--- config.mk ---
export PLATFORM = sky130hd
export DESIGN_NAME = fifo_burst_reader
export DESIGN_NICKNAME = d
export VERILOG_FILES = /design/src/rtl/fifo_burst_reader_pkg.sv /design/src/rtl/fifo_out_buf.sv /design/src/rtl/fifo_burst_reader.sv
export SDC_FILE = /design/constraint.sdc
export NUM_CORES = 1
export LEC_CHECK = 0
export BUFFER_PORTS_ARGS = -buffer_cell sky130_fd_sc_hd__buf_2
export CORE_ASPECT_RATIO = 0.5
export CORE_MARGIN = 2
export CORE_UTILIZATION = 50
export DETAILED_ROUTE_END_ITERATION = 12
export PLACE_DENSITY_LB_ADDON = 0.15
export SLEW_MARGIN = 20
export SYNTH_ARGS = -nofsm -noshare
export SYNTH_HDL_FRONTEND = slang
export SYNTH_SLANG_ARGS = --single-unit
export TNS_END_PERCENT = 50
--- constraint.sdc ---
create_clock -name clk -period 3.7 [get_ports clk]
set_input_delay 0.37 -clock clk [delete_from_list [all_inputs] [get_ports clk]]
set_output_delay 0.37 -clock clk [all_outputs]
set_load 0.03 [all_outputs]
--- src/rtl/fifo_burst_reader_pkg.sv ---
// Shared definitions for the sync_fifo read-side burst controller.
// Default widths match sync_fifo; state encodings are shared by name.
package fifo_burst_reader_pkg;
    localparam int FIFO_PTR_DEF  = 4;
    localparam int FIFO_DATA_DEF = 32;

    typedef enum logic [1:0] {
        ST_IDLE  = 2'd0,
        ST_BURST = 2'd1,
        ST_DRAIN = 2'd2
    } state_t;
endpackage

--- src/rtl/fifo_out_buf.sv ---
// 2-entry first-word-fall-through skid buffer.
// The head register drives the output directly, so data and valid are registered.
module fifo_out_buf
    import fifo_burst_reader_pkg::*;
#(
    parameter int W = FIFO_DATA_DEF
)(
    input  logic         clk,
    input  logic         rstb,
    input  logic         push,
    input  logic         pop,
    input  logic [W-1:0] data_in,
    output logic [W-1:0] data,
    output logic         valid,
    output logic [1:0]   occ
);
    logic [W-1:0] head, tail;

    // The parent never pops an empty buffer or pushes a full one without a pop.
    always_ff @(posedge clk or negedge rstb) begin
        if (!rstb) begin
            head <= '0;
            tail <= '0;
            occ  <= 2'd0;
        end else begin
            case ({push, pop})
                2'b10: begin
                    if (occ == 2'd0) head <= data_in;
                    else             tail <= data_in;
                    occ <= occ + 2'd1;
                end
                2'b01: begin
                    head <= tail;
                    occ  <= occ - 2'd1;
                end
                2'b11: begin
                    if (occ == 2'd1) begin
                        head <= data_in;
                    end else begin
                        head <= tail;
                        tail <= data_in;
                    end
                end
                default: ;
            endcase
        end
    end

    assign data  = head;
    assign valid = (occ != 2'd0);
endmodule

--- src/rtl/fifo_burst_reader.sv ---
// Read-side controller for sync_fifo: pulls framed bursts out of the FIFO and
// re-presents them as a valid/ready stream with out_last on the final beat.
module fifo_burst_reader
    import fifo_burst_reader_pkg::*;
#(
    parameter int FIFO_PTR  = FIFO_PTR_DEF,
    parameter int FIFO_DATA = FIFO_DATA_DEF,
    parameter int BURST_LEN = 4
)(
    input  logic                 clk,
    input  logic                 rstb,
    output logic                 fifo_ren,
    input  logic [FIFO_DATA-1:0] fifo_rdata,
    input  logic                 fifo_empty,
    input  logic [FIFO_PTR:0]    fifo_data_avail,
    input  logic                 flush,
    output logic                 out_valid,
    output logic [FIFO_DATA-1:0] out_data,
    output logic                 out_last,
    input  logic                 out_ready,
    output logic                 busy
);
    localparam int            CW   = FIFO_PTR + 1;
    localparam logic [CW-1:0] BLEN = CW'(BURST_LEN);

    state_t        state, state_nxt;
    logic [CW-1:0] beats, issued, delivered;
    logic [CW-1:0] issued_nxt, load_beats;
    logic          load;
    logic          inflight, pop, room_ok;
    logic [1:0]    occ;
    logic [2:0]    pending;

    assign pop      = out_valid && out_ready;
    assign pending  = {1'b0, occ} + {2'b00, inflight};
    // A full buffer blocks issue outright, even when this cycle pops.
    assign room_ok  = (occ != 2'd2) && (pending < (3'd2 + {2'b00, pop}));
    assign fifo_ren = (state == ST_BURST) && (issued < beats) && !fifo_empty && room_ok;

    assign issued_nxt = issued + {{(CW-1){1'b0}}, fifo_ren};
    assign busy       = (state != ST_IDLE);
    assign out_last   = out_valid && (delivered == (beats - {{(CW-1){1'b0}}, 1'b1}));

    always_comb begin
        state_nxt  = state;
        load       = 1'b0;
        load_beats = BLEN;
        case (state)
            ST_IDLE: begin
                if (fifo_data_avail >= BLEN) begin
                    state_nxt = ST_BURST;
                    load      = 1'b1;
                end else if (flush && !fifo_empty) begin
                    state_nxt  = ST_BURST;
                    load       = 1'b1;
                    load_beats = fifo_data_avail;
                end
            end
            ST_BURST: if (issued_nxt == beats) state_nxt = ST_DRAIN;
            ST_DRAIN: if (delivered == beats)  state_nxt = ST_IDLE;
            default:  state_nxt = ST_IDLE;
        endcase
    end

    always_ff @(posedge clk or negedge rstb) begin
        if (!rstb) begin
            state     <= ST_IDLE;
            beats     <= '0;
            issued    <= '0;
            delivered <= '0;
            inflight  <= 1'b0;
        end else begin
            state    <= state_nxt;
            inflight <= fifo_ren;
            if (load) begin
                beats     <= load_beats;
                issued    <= '0;
                delivered <= '0;
            end else begin
                issued    <= issued_nxt;
                delivered <= delivered + {{(CW-1){1'b0}}, pop};
            end
        end
    end

    // Read data lands one cycle after the strobe; capture it unconditionally.
    fifo_out_buf #(.W(FIFO_DATA)) u_buf (
        .clk     (clk),
        .rstb    (rstb),
        .push    (inflight),
        .pop     (pop),
        .data_in (fifo_rdata),
        .data    (out_data),
        .valid   (out_valid),
        .occ     (occ)
    );
endmodule

# Yosys cells after proc, flatten, opt, wreduce, memory -nomap -nowiden
# Index checks and enable logic that the tools add are counted.
word_totals:
  output_inout_bits: 36
  reg_bits: 84
classes:
  muxes: 20
  n_reduce_logical: 18
  n_lt_le_gt_ge: 3
  n_eq_ne: 16
  addsub: 7
op_table:
  columns: ["operator", "count"]
  rows:
  - ["2-to-1 mux 32 bit", 4]
  - ["one-hot mux 32 bit (3 select lines)", 1]
  - ["one-hot mux 32 bit (2 select lines)", 1]
  - ["2-to-1 mux 5 bit", 5]
  - ["== test 5 bit", 3]
  - ["adder 5 x 1 -> 5 bit", 2]
  - ["2-to-1 mux 2 bit", 4]
  - ["!= test 2 bit, second input constant", 4]
  - ["nonzero test 2 bit", 4]
  - ["logical AND 1 bit", 7]
  - ["== test 2 x 1 -> 1 bit, second input constant", 3]
  - ["== test 2 bit, second input constant", 3]
  - ["one-hot mux 2 bit (3 select lines)", 1]
  - ["AND reduction 3 bit", 2]
  - ["greater-or-equal comparator 5 x 3 -> 1 bit, second input constant", 1]
  - ["less-than comparator 5 bit", 1]
  - ["subtractor 5 x 1 -> 5 bit, second input constant", 1]
  - ["zero test 2 bit", 2]
  - ["!= test 2 x 1 -> 1 bit, second input constant", 2]
  - ["one-hot mux 2 bit (2 select lines)", 1]
  - ["adder 2 x 1 -> 3 bit", 1]
  - ["adder 2 x 1 -> 3 bit, first input constant", 1]
  - ["less-than comparator 3 bit", 1]
  - ["2-to-1 mux 1 bit", 3]
  - ["6 further kinds", 6]

# Logic depth before layout (Yosys ltp)
# Gate-level depths: netlist (run 1).
depth:
  word_depth: 10
  ltp_mapped: 12

# Cells and area by module
# A second synthesis (run 1) with hierarchy kept.
unflattened:
  cells_unflattened: 390
  area_unflattened_um2: 4144.0
by_module_without_submodules:
  columns: ["mod", "n_inst", "area_each_um2", "seq_area_each_um2", "cells_each"]
  rows:
  - ["fifo_out_buf", 1, 3032.9, 1651.6, 276]
  - ["fifo_burst_reader", 1, 1111.1, 450.4, 114]

# Least setup slack after synthesis (run 1)
# Ideal clock, no wire load.
synth_timing:
  kind: "reg2reg"
  startpoint: "register beats[1]"
  endpoint: "register state[1]"
  setup_slack_ps: 642
  setup_time_ps: 121
  t_arrival_ps: 2937
  required_time_ps: 3579
  period_less_slack_ps: 3058
  path_buffers: 0
  path_stages_with_launch: 11
  path_cell_list: "dfrtp_1 -> inv_1 -> ha_1 -> a21o_1 -> a211o_1 -> a21oi_1 -> ha_1 -> and3_1 -> xnor3_4 -> and4_1 -> a22o_1"
synth_between:
  elab_chain_cells: 8
synth_lines:
  columns: ["element", "line_no", "source"]
  rows:
  - ["from (decl)", "fifo_burst_reader.sv:27", "logic [CW-1:0] beats, issued, delivered;"]
  - ["from (signal assigned)", "fifo_burst_reader.sv:76", "beats <= load_beats;"]
  - ["less-than comparator 5 bit", "fifo_burst_reader.sv:38", "assign fifo_ren = (state == ST_BURST) && (issued < beats) && !fifo_empty && room_ok;"]
  - ["logical AND 1 bit (3 in series)", "fifo_burst_reader.sv:38", null]
  - ["named net fifo_ren", "fifo_burst_reader.sv:12", "output logic fifo_ren,"]
  - ["adder 5 x 1 -> 5 bit", "fifo_burst_reader.sv:40", "assign issued_nxt = issued + {{(CW-1){1'b0}}, fifo_ren};"]
  - ["== test 5 bit", "fifo_burst_reader.sv:59", "ST_BURST: if (issued_nxt == beats) state_nxt = ST_DRAIN;"]
  - ["!= test 2 x 1 -> 1 bit (no source line)", null, null]
  - ["AND reduction 3 bit (no source line)", null, null]
  - ["to (signal assigned)", "fifo_burst_reader.sv:73", "state <= state_nxt;"]
  - ["to (decl)", "fifo_burst_reader.sv:26", "state_t state, state_nxt;"]
# The timed path passes the listed nets, and every way through them passes these cells.
# A chain may end at the register's enable or synchronous reset.

# Final worst setup path (run 1)
layout_timing:
  startpoint: "register beats[1]"
  endpoint: "register state[1]"
layout_between:
  elab_chain_cells: 8
layout_lines:
  columns: ["element", "line_no"]
  rows:
  - ["less-than comparator 5 bit", "fifo_burst_reader.sv:38"]
  - ["logical AND 1 bit (3 in series)", "fifo_burst_reader.sv:38"]
  - ["adder 5 x 1 -> 5 bit", "fifo_burst_reader.sv:40"]
  - ["== test 5 bit", "fifo_burst_reader.sv:59"]
  - ["!= test 2 x 1 -> 1 bit (no source line)", null]
  - ["AND reduction 3 bit (no source line) *", null]
# Every way passes the cells marked *; elsewhere a longest branch is shown, timed or not.

==> results.cfg, run 1 <==
[placement]
place_hpwl_um = 5481
io_buffers = 77
dpl.cell_count = 502
place.gp.congestion = 0.8801

[yosys]
ys_warn_count = 0
ys_seq_area_share_pct = 54.09
synthDistinctLibCells = 37
syn-num-nets = 401
synth_top_area_share_pct = 54.09
syn-instance-count = 342
syn_area_per_cell_um2 = 11.36
ys_ff_latch = 84
syn_area_mm2 = 0.003886
synth_top_cell_by_area = dfrtp_1
synth.area.top_cells = dfrtp_1 (54%), mux2_2 (9.3%), a22oi_1 (6.2%)

[sta]
layout_worst_path_cycle_share_pct = 76.53
fin_crit_ns = 2.832
skew_ns = 0.006400
fin_tns_setup_ns = 0
drv_slew = 0
max_slew.worst_pin.slew_ns = 0.7635
rsz0062_at_grt = false
finalHoldViolCount = 0
finalSetupViolCount = 0
max-slew-margin-rel_pct = 49.10
fmax_ghz = 0.3532

[die]
start_util_pct = 52.29
die_h_um = 66.34
core_area_mm2 = 0.007432
placementRows = 22
io_pins = 78
dieArea_mm2 = 0.008537
die_w_um = 128.7

[worst_setup_path]
reg2reg_depth = 10
critPathCaptureType = register
cp_max_fo = 5
path_class = reg2reg
ff2ff_setup_slack_ns = 0.87
start_kind = register
r2r-end = state[1]$_DFFE_PN0P_
crit_arrival_ns = 3.05
r2r-start = beats[1]$_DFFE_PN0P_
crit_required_ns = 3.92

[final_layout]
fillCellCount = 610
n_antenna_cell = 0
final_common_cell = dfrtp_1
area_growth_pct = 19.74
drive_gt1_share_pct = 31.75
nNetsFinal = 476
final_cell_mix = dfrtp_1 (84), buf_2 (76), nand2_1 (36)
final_cells = 518

[run]
cap_violations = 0

[global_route]
grtUsageTotal_pct = 21.21
grt_pass1_wl_um = 13780
grt_pass1_vias = 2892
gr-total-overflow = 0
antenna_found_initial = 0
grt_max_degree = 85

[cts]
cts_post_setup_buffers_inserted = 0
hold_buffers = 0
clkTransAtPathRegs_ns = 0.06
cts_max_level = 3
tritoncts = built
cts_buffers = 9
post_cts_resize_count = 0
clk_path_buf_depth = 2
clock_sinks = 84
clkLatencyLatePin_ns = 0.34
cts_root_buf = clkbuf_16

[detailed_routing]
wl_um = 8165
post_drt_via_cell_ratio = 5.363
ant_nets = 0
first_pass_iters = 4
drc = 0
routedWlPerCell_um = 15.76
vias = 2778
drtIter0Drc = 134

[power]
p_leak_nw = 2.246
peakVddDrop_mv = 0.4557
pwr_density_cell_mw_per_mm2 = 877.8

[min_path]
hold_class = in2async

[run_status]
status = finished, final reports clean
state kept, by name, summed over array words and instances, names as in the netlist:
name        count
u_buf.data     32
u_buf.tail     32
beats           5
delivered       5
issued          5
state           2
u_buf.occ       2
inflight        1
power breakdown:
part	switching (mW)	leakage, nW	total (mW)	internal, mW
registers	0.233	1.04	1.55	1.32
clock network	0.364	0.142	0.856	0.492
logic	1.02	1.06	1.68	0.656
cells in the mapped netlist:
cell type,count
a211o_1,1
a21boi_0,1
a21o_1,2
a21oi_1,2
a21oi_2,1
a22o_1,4
a22oi_1,32
a31oi_1,1
and2_1,4
and3_1,1
and3b_2,1
and4_1,1
buf_2,8
clkbuf_1,9
dfrtp_1,84
ha_1,17
inv_1,12
mux2_2,32
nand2_1,36
nand2b_1,4
nand3_1,4
nand3b_1,1
nand4_1,1
nor2_1,15
nor2b_1,2
nor3_2,1
nor4_1,1
o211ai_1,1
o21a_1,1
o21ai_0,35
o21ai_1,2
o21bai_1,1
or3_1,1
or4_1,1
xnor2_1,14
xnor3_4,1
xor2_1,7
cell type report:
class	instances	area (um2)	area share, %
clock buffer	11	252.7	5.432
clock inverter	5	35.03	0.7529
inverter	12	45.04	0.9680
multi-input combinational	229	1677	36.03
sequential	84	2102	45.17
tap	96	120.1	2.581
timing repair buffer	81	421.7	9.062
stage by stage:
step                hold WS, ns  util [%]  power (mW)  cell area (um2)  setup WS [ns]
floorplan               0.07441         -       2.780             3886         0.6420
global placement         0.4563     58.69       3.193             4362          1.027
detailed placement       0.4658     58.69       3.260             4362         0.9026
CTS                      0.2471     62.56       4.132             4649         0.8784
global route             0.1467     62.61       4.383             4653         0.6271
finish                  0.06911     62.61       4.085             4653         0.8684
metal layers:
layer | global-route usage (%) | share of wire (%) | vias to the layer above
met1 | 25.49 | 44 | 1383
met2 | 36.71 | 51 | 45
met4 | 5.707 | 0.15 | 0
li1 | - | - | 1348
met5 | 0 | 0 | -
met3 | 7.443 | 4.2 | 2
worst max path at each step:
stage / from / end / slack (ns) / cells after the start
2_1_floorplan: beats[1]$_DFFE_PN0P_ / state[1]$_DFFE_PN0P_ / 0.64 / 10
3_3_place_gp: beats[1]$_DFFE_PN0P_ / state[1]$_DFFE_PN0P_ / 1.03 / 10
5_1_grt: u_buf.occ[0]$_DFFE_PN0P_ / state[1]$_DFFE_PN0P_ / 0.63 / 12
6_report: beats[1]$_DFFE_PN0P_ / state[1]$_DFFE_PN0P_ / 0.87 / 10
4_1_cts: beats[1]$_DFFE_PN0P_ / state[1]$_DFFE_PN0P_ / 0.88 / 10
3_5_place_dp: beats[1]$_DFFE_PN0P_ / state[1]$_DFFE_PN0P_ / 0.90 / 10
cells by family after synthesis:
group           count (synthesis)  synth area share [%]
xor+xnor                       22                 5.409
buf+inv                        29                 3.058
flops                          84                 54.09
compound gates                 84                 13.88
fa+ha+maj                      17                 5.473
mux                            32                 9.272
simple gates                   74                 8.822
worst max-delay path, cell delays in order, from the launching register on:
cell and delay, ns:
dfrtp_1 0.45, inv_1 0.11, ha_1 0.30, a21o_1 0.15
a211o_1 0.28, a21oi_1 0.24, ha_1 0.24, and3_1 0.21
xnor3_4 0.32, and4_1 0.21, a22o_1 0.22
Note: power is estimated with default switching activity, not from simulation.
==> inputs of run 2 (changes only) <==
==> constraint.sdc (replaced) <==
create_clock -name clk -period 2.85 [get_ports clk]
set_input_delay 0.285 -clock clk [delete_from_list [all_inputs] [get_ports clk]]
set_output_delay 0.285 -clock clk [all_outputs]
set_load 0.03 [all_outputs]
==> run 2 against run 1 <==
Effect of this change:
- the flow now finishes with violations (negative hold slack)
- power grew 30%
- via count about the same
- fmax increased by 6.8%
- flip-flop and latch count did not move
- sequential share of layout area fell by 0.29 points
- global-route usage fell by 1.3 points
- final cell count rose by 0.39%
- sequential power is 30% higher
- clock skew up 0.0023 ns
- critical path depth did not move
- clock power is 26% higher
- clock-buffer cell count unchanged
- largest cell class unchanged
==> results.cfg, run 2 (same netlist as run 1, synthesis figures left out) <==
[run_status]
status = complete, but fails checks
violations = negative hold slack

[detailed_routing]
drc = 0
routedWlPerCell_um = 14.86
drtIter0Drc = 178
post_drt_via_cell_ratio = 5.338
wl_um = 7729
vias = 2776
first_pass_iters = 4
ant_nets = 0

[die]
dieArea_mm2 = 0.008537
die_w_um = 128.7
placementRows = 22
io_pins = 78
start_util_pct = 52.29
die_h_um = 66.34
core_area_mm2 = 0.007432

[final_layout]
multi_input_area_mm2 = 0.001689
nNetsFinal = 478
fillCellCount = 612
final_common_cell = dfrtp_1
area_growth_pct = 20.51
stdcell_area_mm2 = 0.004683
seq_area_mm2 = 0.002102
n_antenna_cell = 0
drive_gt1_share_pct = 32.55
final_cell_mix = dfrtp_1 (84), buf_2 (76), nand2_1 (36)
utilization_pct = 63.01

[global_route]
grt_max_degree = 85
antenna_found_initial = 0
grtUsageTotal_pct = 19.89
gr-total-overflow = 0
grt_pass1_vias = 2786
grt_pass1_wl_um = 12900

[worst_setup_path]
start_kind = register
crit_arrival_ns = 2.87
critPathCaptureType = register
path_class = reg2reg
cp_max_fo = 5
crit_required_ns = 3.07

[cts]
clk_path_buf_depth = 2
cts_max_level = 3
cts_root_buf = clkbuf_16
clkTransAtPathRegs_ns = 0.06
clock_sinks = 84
hold_buffers = 0
tritoncts = built
cts_buffers = 9
clkLatencyLatePin_ns = 0.33

[power]
total_power_mw = 5.299
pwr_density_cell_mw_per_mm2 = 1131
p_leak_nw = 2.256
peakVddDrop_mv = 0.4402

[placement]
placed_area_mm2 = 0.004385
place.gp.congestion = 0.9505
io_buffers = 77
place_hpwl_um = 5267

[sta]
fin_tns_setup_ns = 0
whs_ns = -0.01800
max_slew.worst_pin.slew_ns = 0.7458
drv_slew = 0
fin_crit_ns = 2.652
layout_worst_path_cycle_share_pct = 93.07
rsz0062_at_grt = false
max-slew-margin-rel_pct = 50.28
skew_ns = 0.008680
fmax_ghz = 0.3770
finalHoldViolCount = 12
finalSetupViolCount = 0

[min_path]
hold_class = in2async

[run]
cap_violations = 0
[run 2: worst paths after layout]
| check | cells past startpoint | endpoint | startpoint | slack (ns) |
|---|---|---|---|---|
| max | 10 | state[1]$_DFFE_PN0P_ | inflight$_DFF_PN0_ | 0.20 |
| min | 1 | beats[0]$_DFFE_PN0P_ | rstb | -0.02 |
| max reg2reg | 10 | state[1]$_DFFE_PN0P_ | inflight$_DFF_PN0_ | 0.20 |
| min reg2reg | 2 | u_buf.data[26]$_DFFE_PN0P_ | u_buf.data[26]$_DFFE_PN0P_ | 0.47 |
| max in group asynchronous | 1 | u_buf.data[19]$_DFFE_PN0P_ | rstb | 2.35 |
| min in group clk | 2 | beats[1]$_DFFE_PN0P_ | fifo_data_avail[1] | 0.17 |
[run 2: metrics by stage]
step                setup WS, ns  instances
CTS                       0.1572        519
global route            0.004128        520
finish                    0.1975        520
floorplan               0.003967        342
global placement          0.2870        503
detailed placement        0.1652        503
[run 2: layout make-up]
| cell class | instances | share of cell area (%) |
|---|---|---|
| Inverter | 12 | 0.9618 |
| Multi-Input combinational cell | 229 | 36.07 |
| Timing Repair Buffer | 83 | 9.591 |
| Clock buffer | 11 | 5.183 |
| Sequential cell | 84 | 44.88 |
| Tap cell | 96 | 2.565 |
| Clock inverter | 5 | 0.7481 |
[run 2: power by group]
group	leakage, nW	switching (mW)	internal (mW)	total (mW)
sequential	1.04	0.294	1.71	2.01
combinational	1.08	1.34	0.881	2.22
clock	0.136	0.462	0.615	1.08
[run 2: what timing repair did]
item                                   in CTS  in global routing
endpoints found under the hold margin       0                  0
resized for setup                           0                  2
setup endpoints to repair                   0                  1
setup buffers                               0                  1
[run 2: per-layer routing]
metal / GRT usage (%) / part of all wire, % / vias to the layer above
li1: - / - / 1353
met1: 24.84 / 45 / 1343
met2: 33.20 / 48 / 69
met3: 6.230 / 5.5 / 11
met4: 6.793 / 1.6 / 0
met5: 0 / 0 / -
[run 2: critical path, cell delays in order, from the launching register on]
cell and delay (ns):
dfrtp_1 0.46, ha_1 0.24, ha_1 0.19, nor4_2 0.22, nand3_1 0.13, a21oi_2 0.15
ha_1 0.18, and3_1 0.22, xnor3_4 0.32, and4_1 0.20, a22o_1 0.22
==> inputs of run 3 (changes only) <==
--- a/config.mk
+++ b/config.mk
@@ -5,11 +5,13 @@
 export SDC_FILE = /design/constraint.sdc
 export NUM_CORES = 1
 export LEC_CHECK = 0
+export ABC_AREA = 1
 export BUFFER_PORTS_ARGS = -buffer_cell sky130_fd_sc_hd__buf_2
 export CORE_ASPECT_RATIO = 0.5
 export CORE_MARGIN = 2
 export CORE_UTILIZATION = 50
 export DETAILED_ROUTE_END_ITERATION = 12
+export HOLD_SLACK_MARGIN = 0.02
 export PLACE_DENSITY_LB_ADDON = 0.15
 export SLEW_MARGIN = 20
 export SYNTH_ARGS = -nofsm -noshare
==> run 3 against run 2 <==
Effect of this change:
- the flow now finishes without violations
- die area is 9.8% higher
- global-route usage up 0.73 points
- flip-flop and latch count did not move
- via count rose by 13%
- non-clock buffer count rose by 6
- combinational power increased by 15%
- final cell count increased by 23%
- area after synthesis up 10%
- register-to-register slack gained 0.04 ns
- critical path type unchanged
==> results.cfg, run 3 <==
[worst_setup_path]
cp_slowest_stage_delay_ns = 0.41
crit_required_ns = 3.07
path_cells = inv_1, ha_1, inv_2, nand2_2, o21ai_0, nand3_1, a21oi_2, ha_2, ha_1, nand2_1, nand2_1, nor2_1, nand3_1, nor2_1, nand3_1, nand2_1, nand2_1
crit_arrival_ns = 2.83
path_common_cell = nand2_1
path_class = reg2reg
cp-startpoint = u_buf.occ[0]$_DFFE_PN0P_
crit_slowest_cell = dfrtp_2
start_kind = register
r2r-start = u_buf.occ[0]$_DFFE_PN0P_
cp_max_fo = 4
critPathCaptureType = register
reg2reg_depth = 17

[yosys]
syn-num-nets = 501
ys_ff_latch = 84
synth_top_area_share_pct = 49.02
ys_warn_count = 0
ys_seq_area_share_pct = 49.02
async_flop_share_pct = 100.0
synth.area.top_cells = dfrtp_1 (49%), mux2_4 (11%), o21ai_0 (8.5%)
netlist_top_cells_count = dfrtp_1 (84), o21ai_0 (73), nand2_1 (61), inv_1 (60), o21ai_1 (31)
synth_top_cell_by_area = dfrtp_1
syn-instance-count = 442
synth_edf_count = 0
syn_area_mm2 = 0.004288
synthDistinctLibCells = 32
synth-main-ff-cell = dfrtp_1
syn_area_per_cell_um2 = 9.701
synth.most_common_cell = dfrtp_1

[cts]
cts_post_setup_buffers_inserted = 0
clkTransAtPathRegs_ns = 0.06
tritoncts = built
clk_path_buf_depth = 2
clkLatencyLatePin_ns = 0.33
cts_buffers = 9
clock_sinks = 84
cts_max_level = 3
cts_root_buf = clkbuf_16

[die]
die_w_um = 135.0
dieArea_mm2 = 0.009377
io_pins = 78
start_util_pct = 52.46
core_area_mm2 = 0.008173
die_h_um = 69.48
placementRows = 23

[power]
pwr_density_cell_mw_per_mm2 = 1122
p_leak_nw = 2.646
total_power_mw = 5.731
peakVddDrop_mv = 0.5108

[final_layout]
area_growth_pct = 19.08
final_common_cell = dfrtp_1
drive_gt1_share_pct = 27.76
nNetsFinal = 582
final_cell_mix = dfrtp_1 (83), buf_2 (76), o21ai_0 (72)
n_antenna_cell = 0

[sta]
fmax_ghz = 0.3825
skew_ns = 0.005036
finalSetupViolCount = 0
max_slew.worst_pin.slew_ns = 0.8268
drv_slew = 0
fin_tns_setup_ns = 0
fin_crit_ns = 2.614
rsz0062_at_grt = false
max-slew-margin-rel_pct = 44.67
layout_worst_path_cycle_share_pct = 91.73
finalHoldViolCount = 0

[global_route]
gr-total-overflow = 0
grt_max_degree = 85
grt_pass1_wl_um = 15390
grt_pass1_vias = 3274
grtUsageTotal_pct = 20.62
antenna_found_initial = 0

[detailed_routing]
post_drt_via_cell_ratio = 4.917
routedWlPerCell_um = 13.92
drc = 0
first_pass_iters = 4
ant_nets = 0
wl_um = 8884
drtIter0Drc = 230
vias = 3137

[min_path]
hold_class = in2reg
whs_path_depth = 3
hold_start = fifo_data_avail[0]

[placement]
place.gp.congestion = 0.8060
io_buffers = 77
place_hpwl_um = 6135

[run]
cap_violations = 0

[run_status]
status = finished, final reports clean
-- run 3: changes by cell type after synthesis, moves of 7 or more --
cell,change
a22oi_1,-32
o21ai_0,+38
mux2_4,+30
clkbuf_1,-7
nand2_1,+25
o21ai_1,+29
inv_1,+48
nand3_1,+10
mux2_2,-30
-- run 3: final cells by class --
cell class	count	area [um2]
Fill cell	690	3067
Clock buffer	9	225.2
Multi-Input combinational cell	277	1833
Clock inverter	5	78.83
Sequential cell	84	2103
Tap cell	112	140.1
Inverter	62	232.7
Timing Repair Buffer	89	493.0
-- run 3: cell families (layout without fill, tap and decap cells) --
logic type / count (synthesis) / count (layout) / share of synthesized area, %
adder cells (fa/ha/maj): 17 / 17 / 4.961
multiplexers: 32 / 32 / 11.03
AND/OR/NAND/NOR: 105 / 105 / 10.21
XOR/XNOR: 12 / 12 / 2.451
buffers and inverters: 81 / 165 / 8.550
AO/OA/AOI/OAI: 111 / 111 / 13.77
flip-flops: 84 / 84 / 49.02
-- run 3: per-stage QoR --
stage                     setup slack [ns]  instances  instance area (um2)  util [%]  hold WS [ns]
final                               0.2357        638                 5106     62.48        0.2005
after global routing               0.01057        638                 5106     62.48        0.2077
after CTS                           0.1396        638                 5102     62.43        0.1977
after detailed placement            0.1947        623                 4788     58.59        0.3528
after global placement              0.3387        623                 4788     58.59        0.3532
after floorplan                     0.1420        442                 4292         -      -0.01059
-- run 3: path summary, 6_finish.rpt --
| kind | endpoint | slack, ns |
|---|---|---|
| max in group asynchronous | u_buf.occ[0]$_DFFE_PN0P_ | 1.96 |
| worst max-delay path | state[0]$_DFFE_PN0P_ | 0.24 |
| min in group asynchronous | u_buf.data[28]$_DFFE_PN0P_ | 0.52 |
| worst max register to register | state[0]$_DFFE_PN0P_ | 0.24 |
| worst min-delay path | beats[0]$_DFFE_PN0P_ | 0.20 |
| worst min register to register | u_buf.tail[25]$_DFFE_PN0P_ | 0.48 |
-- run 3: worst max-delay path: cells and delay by family, from the launching register on --
family | cells | cell delay [ns]
AND/OR/NAND/NOR | 10 | 0.82
adder cells (fa/ha/maj) | 3 | 0.70
flip-flops | 1 | 0.41
AO/OA/AOI/OAI | 2 | 0.36
buffers and inverters | 2 | 0.21
-- run 3: metal layers --
layer / global-route usage [%] / up-vias / share of wire (%) / wire (um)
li1: - / 1600 / - / -
met1: 27.41 / 1472 / 49 / 4318
met2: 33.62 / 58 / 47 / 4141
met3: 6.140 / 7 / 3.9 / 347
met4: 4.514 / 0 / 0.86 / 76
met5: 0 / - / 0 / 0
-- run 3: power by group --
group	switching [mW]	leakage, nW	internal, mW
registers	0.287	1.06	1.70
clock network	0.446	0.151	0.755
logic	1.49	1.44	1.05
-- run 3: repair_timing --
action / in CTS / in global routing
endpoints found under the setup margin: 0 / 2
resized for setup: 0 / 3
hold buffers: 1 / 0
hold endpoints to repair: 84 / 0
